File: config.mk
export PLATFORM = sky130hd
export DESIGN_NAME = rf_write_arbiter
export DESIGN_NICKNAME = d
export VERILOG_FILES = /design/src/rtl/rf_write_arbiter_pkg.sv /design/src/rtl/rf_write_arbiter_wb_fifo.sv /design/src/rtl/rf_write_arbiter.sv
export SDC_FILE = /design/constraint.sdc
export NUM_CORES = 1
export LEC_CHECK = 0
export BUFFER_PORTS_ARGS = -buffer_cell sky130_fd_sc_hd__buf_2
export CORE_MARGIN = 4
export CORE_UTILIZATION = 23
export DETAILED_ROUTE_END_ITERATION = 16
export GPL_TIMING_DRIVEN = 1
export PLACE_DENSITY_LB_ADDON = 0.2
export REMOVE_ABC_BUFFERS = 1
export SKIP_CTS_REPAIR_TIMING = 1
export SYNTH_ARGS = -nofsm -noshare
export SYNTH_HDL_FRONTEND = slang
export SYNTH_SLANG_ARGS = --single-unit
File: constraint.sdc
create_clock -name clk -period 6.4 [get_ports clk]
set_input_delay 0.32 -clock clk [delete_from_list [all_inputs] [get_ports clk]]
set_output_delay 0.32 -clock clk [all_outputs]
set_load 0.02 [all_outputs]
File: src/rtl/rf_write_arbiter_pkg.sv
// ============================================================================
// rf_write_arbiter_pkg : shared CPU register-file constants and write types
// Revision: 1.0
// ============================================================================
`default_nettype none

package rf_write_arbiter_pkg;

  localparam int REG_ADDR_W = 5;
  localparam int DATA_W     = 32;
  localparam logic [REG_ADDR_W-1:0] REG_ZERO = 5'd0;

  typedef struct packed {
    logic [REG_ADDR_W-1:0] addr;
    logic [DATA_W-1:0]     data;
  } rf_wr_t;

  // r0 is hardwired to zero, so writes to it are never real writes.
  function automatic logic is_real_reg(input logic [REG_ADDR_W-1:0] addr);
    return addr != REG_ZERO;
  endfunction

endpackage

`default_nettype wire

File: src/rtl/rf_write_arbiter_wb_fifo.sv
// ============================================================================
// wb_fifo : synchronous FIFO of {addr, data} secondary writes with per-slot
//           address match used for register busy tracking
// Revision: 1.0
// ============================================================================
`default_nettype none

module wb_fifo
  import rf_write_arbiter_pkg::*;
#(
  parameter int DEPTH = 2
) (
  input  logic                  clk,
  input  logic                  reset,
  input  logic                  push_i,
  input  logic [REG_ADDR_W-1:0] push_addr_i,
  input  logic [DATA_W-1:0]     push_data_i,
  input  logic                  pop_i,
  output logic [REG_ADDR_W-1:0] head_addr_o,
  output logic [DATA_W-1:0]     head_data_o,
  output logic                  full_o,
  output logic                  empty_o,
  input  logic [REG_ADDR_W-1:0] match_addr_1_i,
  input  logic [REG_ADDR_W-1:0] match_addr_2_i,
  output logic                  match_1_o,
  output logic                  match_2_o
);

  localparam int PTR_W = $clog2(DEPTH);
  localparam int CNT_W = PTR_W + 1;

  rf_wr_t             mem_q [DEPTH];
  logic [DEPTH-1:0]   valid_q;
  logic [PTR_W-1:0]   rd_ptr_q;
  logic [PTR_W-1:0]   wr_ptr_q;
  logic [CNT_W-1:0]   count_q;

  logic               push_ok;
  logic               pop_ok;
  logic [DEPTH-1:0]   hit_1;
  logic [DEPTH-1:0]   hit_2;

  assign full_o  = (count_q == CNT_W'(DEPTH));
  assign empty_o = (count_q == '0);
  assign push_ok = push_i & ~full_o;
  assign pop_ok  = pop_i & ~empty_o;

  assign head_addr_o = mem_q[rd_ptr_q].addr;
  assign head_data_o = mem_q[rd_ptr_q].data;

  always_ff @(posedge clk) begin
    if (reset) begin
      rd_ptr_q <= '0;
      wr_ptr_q <= '0;
      count_q  <= '0;
      valid_q  <= '0;
    end else begin
      if (push_ok) begin
        wr_ptr_q          <= wr_ptr_q + PTR_W'(1);
        valid_q[wr_ptr_q] <= 1'b1;
      end
      if (pop_ok) begin
        rd_ptr_q          <= rd_ptr_q + PTR_W'(1);
        valid_q[rd_ptr_q] <= 1'b0;
      end
      case ({push_ok, pop_ok})
        2'b10:   count_q <= count_q + CNT_W'(1);
        2'b01:   count_q <= count_q - CNT_W'(1);
        default: count_q <= count_q;
      endcase
    end
  end

  // Payload storage carries no reset; validity is tracked separately.
  always_ff @(posedge clk) begin
    if (push_ok) begin
      mem_q[wr_ptr_q].addr <= push_addr_i;
      mem_q[wr_ptr_q].data <= push_data_i;
    end
  end

  for (genvar i = 0; i < DEPTH; i++) begin : g_slot_match
    assign hit_1[i] = valid_q[i] & (mem_q[i].addr == match_addr_1_i);
    assign hit_2[i] = valid_q[i] & (mem_q[i].addr == match_addr_2_i);
  end

  assign match_1_o = |hit_1;
  assign match_2_o = |hit_2;

endmodule

`default_nettype wire

File: src/rtl/rf_write_arbiter.sv
// ============================================================================
// rf_write_arbiter : merges pipeline WB writes and buffered secondary writes
//                    onto the single register-file write port
// Revision: 1.0
// ============================================================================
`default_nettype none

module rf_write_arbiter
  import rf_write_arbiter_pkg::*;
#(
  parameter int FIFO_DEPTH   = 2,
  parameter int STARVE_LIMIT = 4
) (
  input  logic                  clk,
  input  logic                  reset,
  input  logic                  wb_valid_i,
  input  logic [REG_ADDR_W-1:0] wb_addr_i,
  input  logic [DATA_W-1:0]     wb_data_i,
  input  logic                  ext_valid_i,
  output logic                  ext_ready_o,
  input  logic [REG_ADDR_W-1:0] ext_addr_i,
  input  logic [DATA_W-1:0]     ext_data_i,
  output logic                  stall_req_o,
  output logic                  rf_we_o,
  output logic [REG_ADDR_W-1:0] rf_waddr_o,
  output logic [DATA_W-1:0]     rf_wdata_o,
  input  logic [REG_ADDR_W-1:0] chk_addr_1_i,
  input  logic [REG_ADDR_W-1:0] chk_addr_2_i,
  output logic                  chk_busy_1_o,
  output logic                  chk_busy_2_o
);

  localparam int SCNT_W = $clog2(STARVE_LIMIT + 1);
  localparam logic [SCNT_W-1:0] STARVE_MAX = SCNT_W'(STARVE_LIMIT);

  logic [SCNT_W-1:0]     starve_q;
  logic [SCNT_W-1:0]     starve_d;
  logic                  stall_q;
  logic                  stall_d;

  logic                  fifo_full;
  logic                  fifo_empty;
  logic [REG_ADDR_W-1:0] head_addr;
  logic [DATA_W-1:0]     head_data;
  logic                  hit_1;
  logic                  hit_2;
  logic                  push;
  logic                  pop;

  // Ready comes only from registered occupancy: no path from ext_valid_i.
  assign ext_ready_o = ~reset & ~fifo_full;
  assign push        = ext_valid_i & ext_ready_o & is_real_reg(ext_addr_i);
  assign pop         = ~reset & ~wb_valid_i & ~fifo_empty;

  wb_fifo #(
    .DEPTH (FIFO_DEPTH)
  ) u_fifo (
    .clk            (clk),
    .reset          (reset),
    .push_i         (push),
    .push_addr_i    (ext_addr_i),
    .push_data_i    (ext_data_i),
    .pop_i          (pop),
    .head_addr_o    (head_addr),
    .head_data_o    (head_data),
    .full_o         (fifo_full),
    .empty_o        (fifo_empty),
    .match_addr_1_i (chk_addr_1_i),
    .match_addr_2_i (chk_addr_2_i),
    .match_1_o      (hit_1),
    .match_2_o      (hit_2)
  );

  always_comb begin
    rf_we_o    = 1'b0;
    rf_waddr_o = '0;
    rf_wdata_o = '0;
    if (!reset) begin
      if (wb_valid_i) begin
        rf_we_o    = is_real_reg(wb_addr_i);
        rf_waddr_o = wb_addr_i;
        rf_wdata_o = wb_data_i;
      end else if (!fifo_empty) begin
        rf_we_o    = 1'b1;
        rf_waddr_o = head_addr;
        rf_wdata_o = head_data;
      end
    end
  end

  // Count cycles in which a queued entry lost its slot to WB.
  always_comb begin
    starve_d = starve_q;
    if (pop || fifo_empty) begin
      starve_d = '0;
    end else if (wb_valid_i && (starve_q != STARVE_MAX)) begin
      starve_d = starve_q + SCNT_W'(1);
    end
    stall_d = (starve_d == STARVE_MAX);
  end

  always_ff @(posedge clk) begin
    if (reset) begin
      starve_q <= '0;
      stall_q  <= 1'b0;
    end else begin
      starve_q <= starve_d;
      stall_q  <= stall_d;
    end
  end

  assign stall_req_o  = stall_q & ~reset;
  assign chk_busy_1_o = ~reset & is_real_reg(chk_addr_1_i) & hit_1;
  assign chk_busy_2_o = ~reset & is_real_reg(chk_addr_2_i) & hit_2;

  a_no_wb_during_stall : assert property (
    @(posedge clk) disable iff (reset) stall_req_o |-> !wb_valid_i
  );

  a_no_ready_when_full : assert property (
    @(posedge clk) disable iff (reset) fifo_full |-> !ext_ready_o
  );

endmodule

`default_nettype wire

==> results of run 1 <==
-- routing by layer --
metal / vias up / GRT usage [%]
li1: 1335 / -
met5: - / 0
met2: 89 / 16.5
met3: 12 / 2.94
met1: 1227 / 11.7
met4: 2 / 4.10
-- final cells by class --
cell class | count | share of cell area (%)
timing repair buffer | 130 | 13.2
multi-input combinational | 189 | 25.4
clock inverter | 7 | 1.49
tap | 216 | 5.44
sequential | 85 | 49.2
inverter | 10 | 0.756
clock buffer | 9 | 4.54
-- cells in the mapped netlist (4+ instances only) --
cell	n
buf_2	7
mux2i_1	37
o21ai_0	14
nand3_1	5
inv_1	9
nor2_1	8
xnor2_1	7
a21oi_1	6
edfxtp_1	74
dfxtp_1	11
nand2_1	40
nor4_1	4
o21ai_1	29
xor2_1	18
-- through the flow --
stage	total power [mW]	util, %	hold WS [ns]
6_report	1.35	30.9	0.170
5_1_grt	1.42	30.9	0.152
4_1_cts	1.38	30.9	0.150
3_5_place_dp	0.845	29.1	0.482
3_3_place_gp	0.842	29.1	0.479
2_1_floorplan	0.766	-	0.389
-- sequential cells by signal (all words and copies together), names as in the netlist, named ones only --
name	flops
u_fifo.wr_ptr_q	1
u_fifo.valid_q	2
starve_q	3
stall_q	1
u_fifo.count_q	2
u_fifo.mem_q	74
u_fifo.rd_ptr_q	1
-- power breakdown --
group          switching (mW)  total, mW  leakage (nW)  internal, mW
Clock                   0.219      0.523         0.136         0.304
Combinational           0.104      0.180         0.985        0.0754
Sequential             0.0193      0.648         0.769         0.629
-- worst paths after layout --
path	from	to	slack (ns)	cells past startpoint
setup reg to reg	u_fifo.count_q[1]$_SDFFE_PP0P_	u_fifo.count_q[1]$_SDFFE_PP0P_	4.28	6
hold reg to reg	u_fifo.valid_q[0]$_SDFF_PP0_	u_fifo.valid_q[0]$_SDFF_PP0_	0.49	2
setup / recovery	flip-flop	rf_waddr_o[1]	4.05	4
hold / removal	ext_data_i[26]	u_fifo.mem_q[0][26]$_DFFE_PP_	0.17	1
-- logic make-up after synthesis --
logic type / Yosys count
DFF: 85
adders and majority gates: 3
muxes: 37
AOI/OAI and AO/OA: 55
buffers and inverters: 23
and+or+nand+nor: 69
xor gates and xnor gates: 25
-- worst reg2reg max path: stages (launching register included) --
cell and delay, ns:
dfxtp_1 0.38, o21bai_2 0.27, nand2b_4 0.47, inv_1 0.10
ha_1 0.32, or3_1 0.36, a21oi_1 0.15
==> qor.yml, run 1 <==
sta:
  setup-violations-final: 0
  fin_crit_ns: 2.35
  finalHoldViolCount: 0
  finalMaxSlewViolations: 0
  slew_headroom_pct: 33.7
  max_freq_mhz: 425
  finClkSkew_ns: 0.00572
  fin_crit_sh_pct: 36.7
  setup_tns_ns: 0
  rsz0062_at_grt: "false"
  worstMarginPinSlew_ns: 0.994
  final.setup.worst_slack_ns: 4.05
floorplan:
  start_util_pct: 23.8
  die_w_um: 137
  die_h_um: 137
  core_sq_mm: 0.0161
  dieArea_sq_mm: 0.0187
  rows: 46
  ioPinCount: 130
clocking:
  cts_inserted_buffers: 9
  cts_tree: "yes"
  clkTransAtPathRegs_ns: 0.07
  clock-sinks: 85
  ctsHtreeMaxLevel: 3
  ctsLongestPathBuffers: 2
  cts-root-buf: "clkbuf_16"
  clock_latency_ns: 0.34
synthesis:
  synth_compound_area_share_pct: 8.13
  syn_avg_cell_area_sq_um: 12.8
  synthMuxAreaShare_pct: 9.71
  syn-instance-count: 297
  synth_top_cell_by_area: "edfxtp_1"
  synth-seq-cells: 85
  syn_area_sq_mm: 0.00381
  synth-main-ff-cell: "edfxtp_1"
  synthXorXnorAreaFrac_pct: 5.74
  synth-edff-count: 74
  yosys.area.top_type_share_pct: 58.2
  synth_adder_area_share_pct: 0.984
  ys_types: 33
  synth_top_family_by_area: "multiplexers"
  synth_simple_gate_area_share_pct: 8.33
  ys_warn_count: 0
  ys_seq_area_share_pct: 64.0
  synthTopCellsByArea: "edfxtp_1, mux2i_1, dfxtp_1"
  synthArstFlopShare_pct: 0
grt:
  grt_max_degree: 40
  grt_antenna_before_repair: 1
  track_usage_pct: 9.81
  gr-total-overflow: 0
  grt_pass1_wl_um: 14000
  grt_pass1_vias: 2709
run_status:
  outcome: "finished clean"
drt:
  firstDrtPassIters: 4
  ant_nets: 0
  drc: 0
  vias: 2665
  detail_route.wl_per_cell_um: 14.1
  dr_wl_met3_um: 601
  dr_wl_met2_um: 4340
  totalWireLength_um: 9140
  via_per_inst: 4.13
  dr.first_iter.drc_count: 88
  wl_met1_um: 4030
  top_layer: "met5"
placement:
  place_ws_ns: 4.26
  gp_congestion: 0.771
  dp_hpwl_um: 6460
  io_buffers: 129
  place_area_sq_mm: 0.00467
  numPlacedInstances: 630
worst_hold_path:
  hold_class: "input pin to flip-flop"
power:
  ir_drop_uv: 127
  power_density_mw_per_mm2: 272
  p_leak_nw: 1.89
setup_path:
  critPathMaxFanout: 19
  critical-path-top-delay-family: "flip-flops"
  required_ns: 6.08
  cp_num_buf_inv: 2
  cp_slowest_cell: "dfxtp_2"
  cp.arrival_ns: 2.03
  cp-start-kind: "flip-flop"
  crit_chain: "buf_4 > mux2i_1 > o21ai_1 > buf_2"
  crit_type: "flip-flop to output pin"
  critPathMaxStageDelay_ns: 0.72
  cp-end-kind: "output pin"
cells_and_area:
  mostFrequentLayoutCells: "buf_2, edfxtp_1, nand2_1, mux2i_1, o21ai_1"
  final_design_area_no_fill_sq_mm: 0.00496
  final_common_cell: "buf_2"
  fill_cells: 1636
  finalNonFillerCells: 646
  diodes: 0
  area_delta_synth_final_pct: 30.1
  multi_input_area_sq_mm: 0.00126
  ff_latch_area_sq_mm: 0.00244
  finalNetCount: 516
  layout-drive-gt1-share_pct: 36.0
flow_run:
  maxCapViolations: 0
(Power assumes the default switching activity.)
==> run 2, diff against run 1 <==
Clock period 6.4 ns to 2.15 ns, I/O delays scaled along.
==> qor.yml, run 2 (synthesized netlist as in run 1, its figures left out) <==
run_status:
  outcome: "finished clean"  # unchanged
setup_path:
  cp-end-kind: "output pin"  # unchanged
  critPathMaxFanout: 38  # was 19
  required_ns: 2.04  # was 6.08 ns
  crit_type: "flip-flop to output pin"  # unchanged
  crit_chain: "o21bai_2 > nand2b_4 > buf_4 > o21ai_0 > buf_2"  # was buf_4 > mux2i_1 > o21ai_1 > buf_2
  cp_slowest_cell: "dfxtp_1"  # was dfxtp_2
  critical-path-top-delay-family: "buffers and inverters"  # was flip-flops
  cp_num_buf_inv: 2  # unchanged
  cp.arrival_ns: 1.85  # was 2.03 ns
  critPathMaxStageDelay_ns: 0.37  # was 0.72 ns
  cp-start-kind: "flip-flop"  # unchanged
floorplan:
  core_sq_mm: 0.0161  # unchanged
  dieArea_sq_mm: 0.0187  # unchanged
  start_util_pct: 23.8  # unchanged
  rows: 46  # unchanged
  die_h_um: 137  # unchanged
  ioPinCount: 130  # unchanged
  die_w_um: 137  # unchanged
clocking:
  clock-sinks: 85  # unchanged
  cts_tree: "yes"  # unchanged
  ctsHtreeMaxLevel: 3  # unchanged
  clock_latency_ns: 0.34  # about the same
  ctsLongestPathBuffers: 2  # unchanged
  cts_inserted_buffers: 9  # unchanged
  clkTransAtPathRegs_ns: 0.06  # was 0.07 ns
  cts-root-buf: "clkbuf_16"  # unchanged
cells_and_area:
  area_delta_synth_final_pct: 42.2  # was 30.1%
  largest_reg_flops: 74  # unchanged
  multi_input_area_sq_mm: 0.00126  # unchanged
  finalNetCount: 559  # was 516
  top_regs: "u_fifo.mem_q (74), starve_q (3)"  # unchanged
  largest_register: "u_fifo.mem_q"  # unchanged
  ff_latch_area_sq_mm: 0.00244  # unchanged
  diodes: 0  # unchanged
  post-route-util_pct: 33.8  # was 30.9%
  mostFrequentLayoutCells: "buf_2, edfxtp_1, nand2_1, mux2i_1, dlygate4sd3_1"  # was buf_2, edfxtp_1, nand2_1, mux2i_1, o21ai_1
  layout-drive-gt1-share_pct: 33.8  # was 36.0%
  final_common_cell: "buf_2"  # unchanged
  fill_cells: 1610  # was 1,636
drt:
  top_layer: "met4"  # was met5
  detail_route.wl_per_cell_um: 14.0  # was 14.1 um
  dr_wl_met3_um: 657  # was 601 um
  dr_wl_met2_um: 4660  # was 4340 um
  vias: 2837  # was 2,665
  dr.first_iter.drc_count: 114  # was 88
  drc: 0  # unchanged
  via_per_inst: 4.12  # was 4.13
  ant_nets: 0  # unchanged
  totalWireLength_um: 9670  # was 9140 um
  firstDrtPassIters: 4  # unchanged
  wl_met1_um: 4170  # was 4030 um
sta:
  fin_crit_sh_pct: 91.3
  hold-worst-slack_ns: 0.104  # was 0.170 ns
  rsz0062_at_grt: "false"  # unchanged
  slew_headroom_pct: 65.5  # was 33.7%
  finClkSkew_ns: 0.00646  # was 0.00572 ns
  fin_crit_ns: 1.96
  finalHoldViolCount: 0  # unchanged
  setup_tns_ns: 0  # unchanged
  worstMarginPinSlew_ns: 0.517  # was 0.994 ns
  finalMaxSlewViolations: 0  # unchanged
  max_freq_mhz: 510
  setup-violations-final: 0  # unchanged
grt:
  gr-total-overflow: 0  # unchanged
  grt_max_degree: 39  # was 40
  track_usage_pct: 10.5  # was 9.81%
  grt_pass1_wl_um: 14900  # was 14,000 um
  grt_antenna_before_repair: 0  # was 1
  grt_pass1_vias: 2812  # was 2,709
placement:
  dp_hpwl_um: 6770  # was 6460 um
  io_buffers: 129  # unchanged
  gp_congestion: 0.899  # was 0.771
power:
  power_density_mw_per_mm2: 764  # was 272 mW/mm^2
  p_leak_nw: 2.10  # was 1.89 nW
  ir_drop_uv: 387  # was 127 uV
flow_run:
  maxCapViolations: 0  # unchanged
worst_hold_path:
  hold_class: "input pin to flip-flop"  # unchanged
## run 2: report_power, final
| group | switching, mW | leakage [nW] | internal [mW] |
|---|---|---|---|
| registers | 0.0392 | 0.769 | 1.87 |
| clock network | 0.589 | 0.153 | 1.01 |
| logic | 0.348 | 1.18 | 0.289 |
| total | 0.976 | 2.10 | 3.17 |
## run 2: cell type report
class                           count  area share [%]
Sequential cell                    85            45.0
Multi-Input combinational cell    189            23.2
Timing Repair Buffer              173            20.4
Tap cell                          216            4.98
Clock buffer                       11            4.29
Clock inverter                      5            1.38
Inverter                           10           0.692
## run 2: metal layers
| layer | track usage [%] | up-vias |
|---|---|---|
| li1 | - | 1421 |
| met5 | 0 | - |
| met1 | 12.4 | 1303 |
| met3 | 2.98 | 14 |
| met2 | 17.9 | 99 |
| met4 | 4.60 | 0 |
## run 2: worst paths after layout
kind | startpoint | to | slack (ns) | cells after the start
max | u_fifo.count_q[1]$_SDFFE_PP0P_ | rf_wdata_o[8] | 0.19 | 5
min | reset | u_fifo.count_q[0]$_SDFFE_PP0P_ | 0.10 | 2
max reg2reg | u_fifo.count_q[0]$_SDFFE_PP0P_ | u_fifo.count_q[1]$_SDFFE_PP0P_ | 0.44 | 6
min reg2reg | u_fifo.valid_q[0]$_SDFF_PP0_ | u_fifo.valid_q[0]$_SDFF_PP0_ | 0.49 | 2
## run 2: stage by stage
| step | setup WS (ns) | total power [mW] | area [sq um] | cells |
|---|---|---|---|---|
| 2_1_floorplan | -0.0805 | 2.28 | 3730 | 284 |
| 3_3_place_gp | 0.511 | 2.54 | 4750 | 636 |
| 3_5_place_dp | 0.442 | 2.54 | 4750 | 636 |
| 4_1_cts | 0.148 | 4.18 | 5060 | 652 |
| 5_1_grt | 0.0646 | 4.35 | 5430 | 689 |
| 6_report | 0.188 | 4.15 | 5430 | 689 |
==> run 3, diff against run 2 <==
Settings changed: CORE_UTILIZATION 23 to 45.
==> qor.yml, run 3 (synthesized netlist as in run 1, its figures left out) <==
sta:
  max_freq_mhz: 526  # was 510 MHz
  setup_tns_ns: 0  # unchanged
  hold-worst-slack_ns: 0.0938  # was 0.104 ns
  finalMaxSlewViolations: 0  # unchanged
  fin_crit_sh_pct: 88.4  # was 91.3%
  setup-violations-final: 0  # unchanged
  worstMarginPinSlew_ns: 0.376  # was 0.517 ns
  final.setup.worst_slack_ns: 0.249  # was 0.188 ns
  finalHoldViolCount: 0  # unchanged
  finClkSkew_ns: 0.00618  # was 0.00646 ns
  slew_headroom_pct: 74.9  # was 65.5%
  fin_crit_ns: 1.90  # was 1.96 ns
  rsz0062_at_grt: "false"  # unchanged
setup_path:
  cp.arrival_ns: 1.79  # was 1.85 ns
  cp-start-kind: "flip-flop"  # unchanged
  crit_type: "flip-flop to output pin"  # unchanged
  cp-end-kind: "output pin"  # unchanged
  critPathMaxFanout: 38  # unchanged
  required_ns: 2.04  # about the same
grt:
  grt_antenna_before_repair: 0  # unchanged
  gr-total-overflow: 0  # unchanged
  grt_pass1_vias: 2670  # was 2,812
  grt_max_degree: 39  # unchanged
  track_usage_pct: 16.0  # was 10.5%
  grt_pass1_wl_um: 12400  # was 14,900 um
floorplan:
  rows: 33  # was 46
  die_h_um: 100  # was 137 um
  dieArea_sq_mm: 0.0100  # was 0.0187 sq mm
  start_util_pct: 46.4  # was 23.8%
  die_w_um: 100  # was 137 um
  ioPinCount: 130  # unchanged
  core_sq_mm: 0.00822  # was 0.0161 sq mm
power:
  power_density_mw_per_mm2: 713  # was 764 mW/mm^2
  ir_drop_uv: 564  # was 387 uV
  p_leak_nw: 2.04  # was 2.10 nW
cells_and_area:
  mostFrequentLayoutCells: "buf_2, edfxtp_1, nand2_1, mux2i_1, dlygate4sd3_1"  # unchanged
  finalNetCount: 559  # unchanged
  area_delta_synth_final_pct: 35.2  # was 42.2%
  finalNonFillerCells: 577  # was 689
  top_regs: "u_fifo.mem_q (74), starve_q (3)"  # unchanged
  largest_register: "u_fifo.mem_q"  # unchanged
  layout-drive-gt1-share_pct: 33.5  # was 33.8%
  post-route-util_pct: 62.8  # was 33.8%
  diodes: 0  # unchanged
  largest_reg_flops: 74  # unchanged
  final_common_cell: "buf_2"  # unchanged
clocking:
  clock-sinks: 85  # unchanged
  ctsLongestPathBuffers: 2  # unchanged
  cts_inserted_buffers: 9  # unchanged
  cts-root-buf: "clkbuf_8"  # was clkbuf_16
  ctsHtreeMaxLevel: 3  # unchanged
  clkTransAtPathRegs_ns: 0.07  # was 0.06 ns
  clock_latency_ns: 0.34  # about the same
  cts_tree: "yes"  # unchanged
drt:
  drc: 0  # unchanged
  firstDrtPassIters: 4  # unchanged
  dr.first_iter.drc_count: 128  # was 114
  totalWireLength_um: 8390  # was 9670 um
  via_per_inst: 4.97  # was 4.12
  ant_nets: 0  # unchanged
  vias: 2867  # was 2,837
  detail_route.wl_per_cell_um: 14.5  # was 14.0 um
run_status:
  outcome: "finished clean"  # unchanged
worst_hold_path:
  hold_class: "input pin to flip-flop"  # unchanged
placement:
  gp_congestion: 0.836  # was 0.899
  io_buffers: 129  # unchanged
  dp_hpwl_um: 5870  # was 6770 um
  numPlacedInstances: 525  # was 636
  place_ws_ns: 0.455  # was 0.442 ns
flow_run:
  maxCapViolations: 0  # unchanged
[run 3: cell types whose count changed in the layout (fill, tap and decap cells not counted)]
cell / change
clkinv_2: -2
clkinv_1: +1
clkbuf_16: -9
buf_4: +2
inv_2: -1
clkbuf_1: -1
buf_12: -2
clkbuf_8: +9
clkinvlp_4: +1
inv_1: +1
[run 3: report_power, final]
part | switching, mW | leakage (nW) | internal [mW]
sequential | 0.0416 | 0.769 | 1.87
clock | 0.513 | 0.0998 | 0.642
combinational | 0.333 | 1.17 | 0.282
[run 3: critical path, stage by stage, from the launching register on]
cell and delay (ns):
dfxtp_1 0.38, o21bai_2 0.24, nand2b_4 0.16, buf_4 0.34, o21ai_0 0.15, buf_2 0.17
[run 3: cell type report]
cell class,instances,area (sq um)
sequential,85,2440
fill,663,3060
clock buffer,10,128
timing repair buffer,173,1080
multi-input combinational,189,1260
clock inverter,5,76.3
inverter,10,37.5
tap,105,131
[run 3: metrics by stage]
| stage | instance area [sq um] | total power [mW] |
|---|---|---|
| 3_3_place_gp | 4580 | 2.50 |
| 6_report | 5160 | 3.68 |
| 4_1_cts | 4790 | 3.67 |
| 2_1_floorplan | 3730 | 2.28 |
| 5_1_grt | 5160 | 3.83 |
| 3_5_place_dp | 4580 | 2.52 |
[run 3: path summary, 6_finish.rpt]
path	start	to	slack, ns	cells after the start
setup / recovery	u_fifo.count_q[1]$_SDFFE_PP0P_	rf_wdata_o[16]	0.25	5
hold / removal	reset	u_fifo.count_q[0]$_SDFFE_PP0P_	0.09	2
setup reg to reg	u_fifo.count_q[0]$_SDFFE_PP0P_	u_fifo.count_q[1]$_SDFFE_PP0P_	0.42	6
hold reg to reg	u_fifo.valid_q[0]$_SDFF_PP0_	u_fifo.valid_q[0]$_SDFF_PP0_	0.51	2
[run 3: per-layer routing]
layer	vias to the layer above	part of all wire (%)	track usage, %
li1	1420	-	-
met1	1344	41	19.1
met2	92	50	28.0
met3	11	6.7	3.68
met4	0	1.8	6.74
met5	-	0	0
